**config.mk**
```make
export PLATFORM = sky130hd
export DESIGN_NAME = multicycle_controller
export DESIGN_NICKNAME = d
export VERILOG_FILES = /design/src/rtl/multicycle_controller_pkg.sv /design/src/rtl/multicycle_controller.sv
export SDC_FILE = /design/constraint.sdc
export NUM_CORES = 1
export LEC_CHECK = 0
export ABC_AREA = 1
export CORE_ASPECT_RATIO = 0.8
export CORE_UTILIZATION = 35
export DETAILED_ROUTE_END_ITERATION = 10
export GPL_ROUTABILITY_DRIVEN = 1
export PLACE_DENSITY = 0.86
export SLEW_MARGIN = 5
export SYNTH_ARGS = -nofsm -noshare
export SYNTH_HDL_FRONTEND = slang
export SYNTH_SLANG_ARGS = --single-unit
```
**constraint.sdc**
```tcl
create_clock -name clk -period 1.37 [get_ports clk]
set_clock_uncertainty 0.15 [all_clocks]
set_input_delay 0.274 -clock clk [delete_from_list [all_inputs] [get_ports clk]]
set_output_delay 0.274 -clock clk [all_outputs]
set_load 0.005 [all_outputs]
```
**src/rtl/multicycle_controller_pkg.sv**
```systemverilog
// rtl/multicycle_controller_pkg.sv - shared encodings for the multi-cycle RV32I control FSM
package multicycle_controller_pkg;

   typedef enum logic [3:0] {
      S_FETCH    = 4'd0,
      S_DECODE   = 4'd1,
      S_MEMADR   = 4'd2,
      S_MEMREAD  = 4'd3,
      S_MEMWB    = 4'd4,
      S_MEMWRITE = 4'd5,
      S_EXECR    = 4'd6,
      S_EXECI    = 4'd7,
      S_UTYPE    = 4'd8,
      S_ALUWB    = 4'd9,
      S_BRANCH   = 4'd10,
      S_JAL      = 4'd11,
      S_JALR     = 4'd12,
      S_JALRPC   = 4'd13,
      S_TRAP     = 4'd15
   } state_e;

   localparam logic [6:0] OP_LOAD   = 7'b0000011;
   localparam logic [6:0] OP_STORE  = 7'b0100011;
   localparam logic [6:0] OP_RTYPE  = 7'b0110011;
   localparam logic [6:0] OP_ITYPE  = 7'b0010011;
   localparam logic [6:0] OP_BRANCH = 7'b1100011;
   localparam logic [6:0] OP_JAL    = 7'b1101111;
   localparam logic [6:0] OP_JALR   = 7'b1100111;
   localparam logic [6:0] OP_LUI    = 7'b0110111;
   localparam logic [6:0] OP_AUIPC  = 7'b0010111;

   localparam logic [2:0] F3_BEQ = 3'b000;
   localparam logic [2:0] F3_BNE = 3'b001;

   localparam logic [1:0] ALUOP_ADD   = 2'b00;
   localparam logic [1:0] ALUOP_UTYPE = 2'b01;
   localparam logic [1:0] ALUOP_RTYPE = 2'b10;
   localparam logic [1:0] ALUOP_ITYPE = 2'b11;

   localparam logic [1:0] RES_ALUOUT    = 2'b00;
   localparam logic [1:0] RES_RDATA     = 2'b01;
   localparam logic [1:0] RES_ALURESULT = 2'b10;

   localparam logic [1:0] SRCA_PC    = 2'b00;
   localparam logic [1:0] SRCA_OLDPC = 2'b01;
   localparam logic [1:0] SRCA_RS1   = 2'b10;

   localparam logic [1:0] SRCB_RS2  = 2'b00;
   localparam logic [1:0] SRCB_IMM  = 2'b01;
   localparam logic [1:0] SRCB_FOUR = 2'b10;

endpackage

```
**src/rtl/multicycle_controller.sv**
```systemverilog
// rtl/multicycle_controller.sv - main control FSM of the multi-cycle RV32I core
module multicycle_controller
   import multicycle_controller_pkg::*;
(
   input  logic       clk,
   input  logic       rst,
   input  logic [6:0] op,
   input  logic [2:0] funct3,
   input  logic       zero,
   input  logic       mem_ready,
   output logic       mem_req,
   output logic       mem_write,
   output logic       adr_src,
   output logic       ir_write,
   output logic       pc_write,
   output logic       reg_write,
   output logic [1:0] result_src,
   output logic [1:0] alu_src_a,
   output logic [1:0] alu_src_b,
   output logic [1:0] alu_op,
   output logic       force_sub,
   output logic       illegal_instr,
   output logic       instr_retired,
   output logic [3:0] state_o
);

   state_e r_state;
   state_e w_next;
   logic   w_br_valid;
   logic   w_br_take;
   logic   w_mem_req;
   logic   w_mem_write;
   logic   w_ir_write;
   logic   w_pc_write;
   logic   w_reg_write;
   logic   w_retired;

   assign w_br_valid = (funct3 == F3_BEQ) || (funct3 == F3_BNE);
   assign w_br_take  = (funct3 == F3_BEQ) ? zero :
                       (funct3 == F3_BNE) ? ~zero : 1'b0;

   always_ff @(posedge clk or posedge rst) begin
      if (rst) r_state <= S_FETCH;
      else     r_state <= w_next;
   end

   always_comb begin
      w_next = r_state;
      case (r_state)
         S_FETCH:    if (mem_ready) w_next = S_DECODE;
         S_DECODE: begin
            case (op)
               OP_LOAD, OP_STORE: w_next = S_MEMADR;
               OP_RTYPE:          w_next = S_EXECR;
               OP_ITYPE:          w_next = S_EXECI;
               OP_BRANCH:         w_next = S_BRANCH;
               OP_JAL:            w_next = S_JAL;
               OP_JALR:           w_next = S_JALR;
               OP_LUI, OP_AUIPC:  w_next = S_UTYPE;
               default:           w_next = S_TRAP;
            endcase
         end
         S_MEMADR:   w_next = (op == OP_LOAD) ? S_MEMREAD : S_MEMWRITE;
         S_MEMREAD:  if (mem_ready) w_next = S_MEMWB;
         S_MEMWB:    w_next = S_FETCH;
         S_MEMWRITE: if (mem_ready) w_next = S_FETCH;
         S_EXECR:    w_next = S_ALUWB;
         S_EXECI:    w_next = S_ALUWB;
         S_UTYPE:    w_next = S_ALUWB;
         S_ALUWB:    w_next = S_FETCH;
         S_BRANCH:   w_next = w_br_valid ? S_FETCH : S_TRAP;
         S_JAL:      w_next = S_ALUWB;
         S_JALR:     w_next = S_JALRPC;
         S_JALRPC:   w_next = S_ALUWB;
         S_TRAP:     w_next = S_TRAP;
         default:    w_next = S_TRAP;
      endcase
   end

   always_comb begin
      w_mem_req   = 1'b0;
      w_mem_write = 1'b0;
      w_ir_write  = 1'b0;
      w_pc_write  = 1'b0;
      w_reg_write = 1'b0;
      w_retired   = 1'b0;
      adr_src     = 1'b0;
      result_src  = RES_ALUOUT;
      alu_src_a   = SRCA_PC;
      alu_src_b   = SRCB_RS2;
      alu_op      = ALUOP_ADD;
      force_sub   = 1'b0;
      case (r_state)
         S_FETCH: begin
            w_mem_req  = 1'b1;
            alu_src_b  = SRCB_FOUR;
            result_src = RES_ALURESULT;
            w_ir_write = mem_ready;
            w_pc_write = mem_ready;
         end
         S_DECODE: begin
            alu_src_a = SRCA_OLDPC;
            alu_src_b = SRCB_IMM;
         end
         S_MEMADR: begin
            alu_src_a = SRCA_RS1;
            alu_src_b = SRCB_IMM;
         end
         S_MEMREAD: begin
            w_mem_req = 1'b1;
            adr_src   = 1'b1;
         end
         S_MEMWB: begin
            result_src  = RES_RDATA;
            w_reg_write = 1'b1;
            w_retired   = 1'b1;
         end
         S_MEMWRITE: begin
            w_mem_req   = 1'b1;
            adr_src     = 1'b1;
            w_mem_write = mem_ready;
            w_retired   = mem_ready;
         end
         S_EXECR: begin
            alu_src_a = SRCA_RS1;
            alu_op    = ALUOP_RTYPE;
         end
         S_EXECI: begin
            alu_src_a = SRCA_RS1;
            alu_src_b = SRCB_IMM;
            alu_op    = ALUOP_ITYPE;
         end
         S_UTYPE: begin
            alu_src_a = (op == OP_AUIPC) ? SRCA_OLDPC : SRCA_RS1;
            alu_src_b = SRCB_IMM;
            alu_op    = ALUOP_UTYPE;
         end
         S_ALUWB: begin
            w_reg_write = 1'b1;
            w_retired   = 1'b1;
         end
         S_BRANCH: begin
            alu_src_a  = SRCA_RS1;
            alu_op     = ALUOP_RTYPE;
            force_sub  = 1'b1;
            w_pc_write = w_br_take;
            w_retired  = w_br_valid;
         end
         S_JAL: begin
            alu_src_a  = SRCA_OLDPC;
            alu_src_b  = SRCB_FOUR;
            w_pc_write = 1'b1;
         end
         S_JALR: begin
            alu_src_a = SRCA_RS1;
            alu_src_b = SRCB_IMM;
         end
         S_JALRPC: begin
            alu_src_a  = SRCA_OLDPC;
            alu_src_b  = SRCB_FOUR;
            w_pc_write = 1'b1;
         end
         default: ;
      endcase
   end

   // Reset must suppress every side effect even though selects keep their FETCH values.
   assign mem_req       = w_mem_req   & ~rst;
   assign mem_write     = w_mem_write & ~rst;
   assign ir_write      = w_ir_write  & ~rst;
   assign pc_write      = w_pc_write  & ~rst;
   assign reg_write     = w_reg_write & ~rst;
   assign instr_retired = w_retired   & ~rst;
   assign illegal_instr = (r_state == S_TRAP);
   assign state_o       = r_state;

endmodule

```
==> impl_results.md, run 1 <==
* FF+latch count, synth at 4
* Hold-fix buffers, CTS at 0
* Number of synthesis warnings at 0
* Inst Count DP at 217
* I/O Buffers at 34
* Grt repair worst endpoint: alu_src_b[0]
* Largest net degree at the start of global routing at 7
* Rows at 13
* Clock root buffer: clkbuf_4
* Synthesized area at 654.4 um2
* Count of cell types in the netlist at 20
* Area after DPL at 0.001306 mm2
* Initial Util at 38.68%
* Post-synth net total at 143
* Top_reg_cell synth: dfrtp_1
* CTS H-tree depth at 1
* Post-synth top area cell: nand2_1
* Chip Width at 50.35 um
* Async S/R FF share, synth at 100.0%
* Number of buffers created by CTS at 3
* DP HPWL at 2132 um
* Last stage: global routing (5_1_grt)
* Post-synth EDFFs at 0
* Mean Syn Cell Area at 5.073 um2
* CTS Buffer Depth at 2
* Gpl congestion at 0.8716
* Register area share after synthesis at 15.30%
* Synthesized instance count at 129
* CTS Sinks at 4
* Worst ep type: primary output
* Outcome: stopped before the end
* I/O Pins at 35
* Top-area cell type share of the netlist area at 21.80%
* Error msg: [ERROR DPL-0038] Utilization greater than 100%, impossible to legalize
* Die H at 40.68 um
* Top cells by area, synth: nand2_1 22%, dfrtp_1 15%, inv_1 14%, nor2_1 14%, a21oi_1 6.1%
==> timing repair <==
action / 4_1_cts
setup endpoints to repair: 25
resized for setup: 149
pin swaps: 33
setup buffers: 21
==> logic make-up after synthesis <==
logic type	share of synthesized area [%]
compound gates	13.77
xor+xnor	1.339
buf+inv	15.49
flops	15.30
simple gates	54.11
==> synthesized netlist by cell type (2+ instances only) <==
master and count:
dfrtp_1 4, nor3_1 2, o21ai_0 4, nand4_1 2
inv_1 25, inv_2 2, nor2_1 25, nand3_1 4
a21oi_1 8, nand2_1 38, nor2_2 4, nand2_2 2
nand3_2 2
==> stage by stage <==
stage / setup WS (ps) / utilization [%]
3_3_place_gp: -823.6 / 77.22
4_1_cts: -511.2 / 95.86
2_1_floorplan: -67.87 / -
3_5_place_dp: -889.7 / 77.22
==> run 2, diff against run 1 <==
- CORE_AREA: unset -> 2 2 63 65
- CORE_ASPECT_RATIO: 0.8 -> unset
- CORE_UTILIZATION: 35 -> unset
- DIE_AREA: unset -> 0 0 65 67
- PLACE_DENSITY: 0.86 -> unset
- PLACE_DENSITY_LB_ADDON: unset -> 0.15
- clock period: 1.37 -> 1.8 ns (I/O delays scaled with it)
==> impl_results.md, run 2 <==
* Clock Latency Late Sink at 220 ps
* Count leader, synth: nand2_1 (unchanged)
* FMAX at 505.4 MHz
* Gpl congestion at 0.7782 (was 0.8716)
* Setup Viol. Count Final at 16
* Worst slew pin tran at 222.7 ps
* Switching Fraction at 22.47%
* DP HPWL at 2068 um (was 2132 um)
* Final hold viol count at 0
* Pwr dens at 201.2 mW/mm2
* Post-synth top area cell: nand2_1 (unchanged)
* Top cells by area, synth: nand2_1 22%, dfrtp_1 15%, inv_1 14%, nor2_1 14%, a21oi_1 6.1% (unchanged)
* DR WL met2 at 1624 um
* Hold-fix buffers, CTS at 0 (unchanged)
* Max-cap violations at 0
* Detailed Routing Iterations Pass 1 at 4
* Mean Syn Cell Area at 5.073 um2 (unchanged)
* Combinational power share at 22.6%
* Vias per cell at 4.223
* Outcome: complete, but fails checks (was stopped before the end)
* Ant. Diodes at 0
* Post-synth top cells: 38 x nand2_1, 25 x inv_1, 25 x nor2_1, 8 x a21oi_1 (unchanged)
* Reg power frac at 25.1%
* Critical Path Fanout Max at 4
* CTS Sinks at 4 (unchanged)
* Critical path capture point type: output pin
* Register area share after synthesis at 15.30% (unchanged)
* Top-area cell type share of the netlist area at 21.80% (unchanged)
* Count of cell types in the netlist at 20 (unchanged)
* First-pass GRT wire length at 4623 um
* Vias at 1157
* Layout area overhead at 173.8%
* M1 wire length at 1231 um
* Synthesized instance count at 129 (unchanged)
* NetSw at 81.02 uW
* Largest net degree at the start of global routing at 7
* I/O Buffers at 34 (unchanged)
* Rows at 22 (was 13)
* Die ar. at 0.004355 mm2
* Final Non-Filler Cells at 274
* Clk pin slew, worst setup/hold paths at 30 ps
* GRT Total Usage at 13.42%
* Commonest non-fill, non-tap cell in the layout: buf_4
* Clock root buffer: clkbuf_8 (was clkbuf_4)
* Setup WS post-layout at -178.5 ps
* Vias in the first global route at 1105
* Number of buffers created by CTS at 3 (unchanged)
* Grt total ovfl at 0
* Arr. time, crit path at 1470 ps
* Post-synth EDFFs at 0 (unchanged)
* Minimum clock period at 1978 ps
* Slew headroom at 85.15%
* Critical path startpoint category: flop
* CTS Buffer Depth at 2 (unchanged)
* Hold WC Path Type: in -> async
* DRC errors left at 0
* Synthesized area at 654.4 um2 (unchanged)
* Post-synth net total at 143 (unchanged)
* CTS tree: done
* Share of the clock period used by the worst path at 109.9%
* Async S/R FF share, synth at 100.0% (unchanged)
* Leak Pwr at 0.0009580 uW
* Clock power frac at 52.3%
* Number of synthesis warnings at 0 (unchanged)
* Initial Util at 18.15% (was 38.68%)
* Nets@finish at 242
* Pre-CTS WS at -729.3 ps (was -889.7 ps)
* Setup CP Type: reg -> out
* Met3 routed WL at 107 um
* CP required at 1290 ps
* Share of cells above drive strength 1 at 61.06%
* Chip Width at 65 um (was 50.35 um)
* RSZ-0062 raised after global routing: yes
* Avg WL per Cell at 10.81 um
* Die H at 67 um (was 40.68 um)
* Inst Count DP at 251 (was 217)
* Initial antenna violation count at 0
* Most frequent cells in the layout: 39 x buf_4, 21 x nand2_1, 21 x buf_6, 17 x inv_1
* Core box area at 0.003606 mm2
* Top_reg_cell synth: dfrtp_1 (unchanged)
* Violated checks: negative setup slack
* Routed WL at 2962 um
* Top Layer Used: met3
* DRC marker count from the first detailed-route iteration at 26
* Int Pwr at 279.5 uW
* IR Drop Worst-Case VDD at 224.7 uV
* Max reg flops at 4
* FF+latch count, synth at 4 (unchanged)
* Layout fillers at 370
* Setup_tns at -1421 ps
* I/O Pins at 35 (unchanged)
* CTS H-tree depth at 1 (unchanged)
* Detail Route Antenna Nets at 0
* Total power at 360.5 uW
* Slew Limit Fails at 0
[run 2: area by class of cell]
| cell class | count | area, um2 | share of cell area (%) |
|---|---|---|---|
| Timing Repair Buffer | 94 | 797.0 | 44.48 |
| Inverter | 27 | 103.9 | 5.796 |
| Sequential cell | 4 | 105.1 | 5.866 |
| Tap cell | 48 | 60.06 | 3.352 |
| Clock buffer | 3 | 41.29 | 2.304 |
| Multi-Input combinational cell | 98 | 684.4 | 38.20 |
[run 2: path summary, 6_finish.rpt]
kind / start / endpoint / slack [ps] / cells past startpoint
hold reg to reg: state_o[2] / state_o[2] / 660 / 3
setup / recovery: state_o[1] / alu_src_a[0] / -180 / 8
min in group clk: op[6] / state_o[0] / 630 / 6
max in group asynchronous: rst / state_o[1] / 910 / 3
setup reg to reg: state_o[1] / state_o[3] / 90 / 11
hold / removal: rst / state_o[3] / 470 / 3
[run 2: repair_timing]
action,CTS,global route
setup buffers,15,7
endpoints found under the setup margin,21,20
endpoints found under the hold margin,0,0
gates resized for setup,121,44
pin swaps,22,26
[run 2: kinds of logic after synthesis]
logic type / share of synthesized area (%)
buffers and inverters: 15.49
AND/OR/NAND/NOR: 54.11
flip-flops: 15.30
XOR/XNOR: 1.339
AO/OA/AOI/OAI: 13.77
[run 2: power groups by stage]
stage | logic [uW] | registers, uW | clock network [uW]
floorplan | 18.5 | 91.6 | 0
global placement | 73.3 | 91.6 | 0
detailed placement | 74.7 | 91.6 | 0
CTS | 76.4 | 90.5 | 195
global route | 89.1 | 90.4 | 205
finish | 81.4 | 90.5 | 189
[run 2: routing by layer]
metal	vias to the layer above	track usage (%)
li1	598	-
met1	533	15.61
met2	26	26.03
met3	0	2.365
met4	0	1.596
met5	-	0
[run 2: worst max-delay path, stage by stage, from the launching register on]
cell	delay [ps]
dfrtp_2	430
buf_6	130
nor2_4	160
nand2_2	100
nand2_4	100
buf_6	100
nor2_2	30
o21ai_1	70
buf_2	130
[run 2: stage by stage]
| step | utilization [%] | hold slack (ps) | area (um2) |
|---|---|---|---|
| after global placement | 37.58 | 530.8 | 1355 |
| after floorplan | - | -9.798 | 654.4 |
| after detailed placement | 37.58 | 532.3 | 1355 |
| after global routing | 49.69 | 505.5 | 1792 |
| after CTS | 45.35 | 424.1 | 1635 |
| final | 49.69 | 474.6 | 1792 |
No activity file was read; power rests on OpenSTA's default activity.
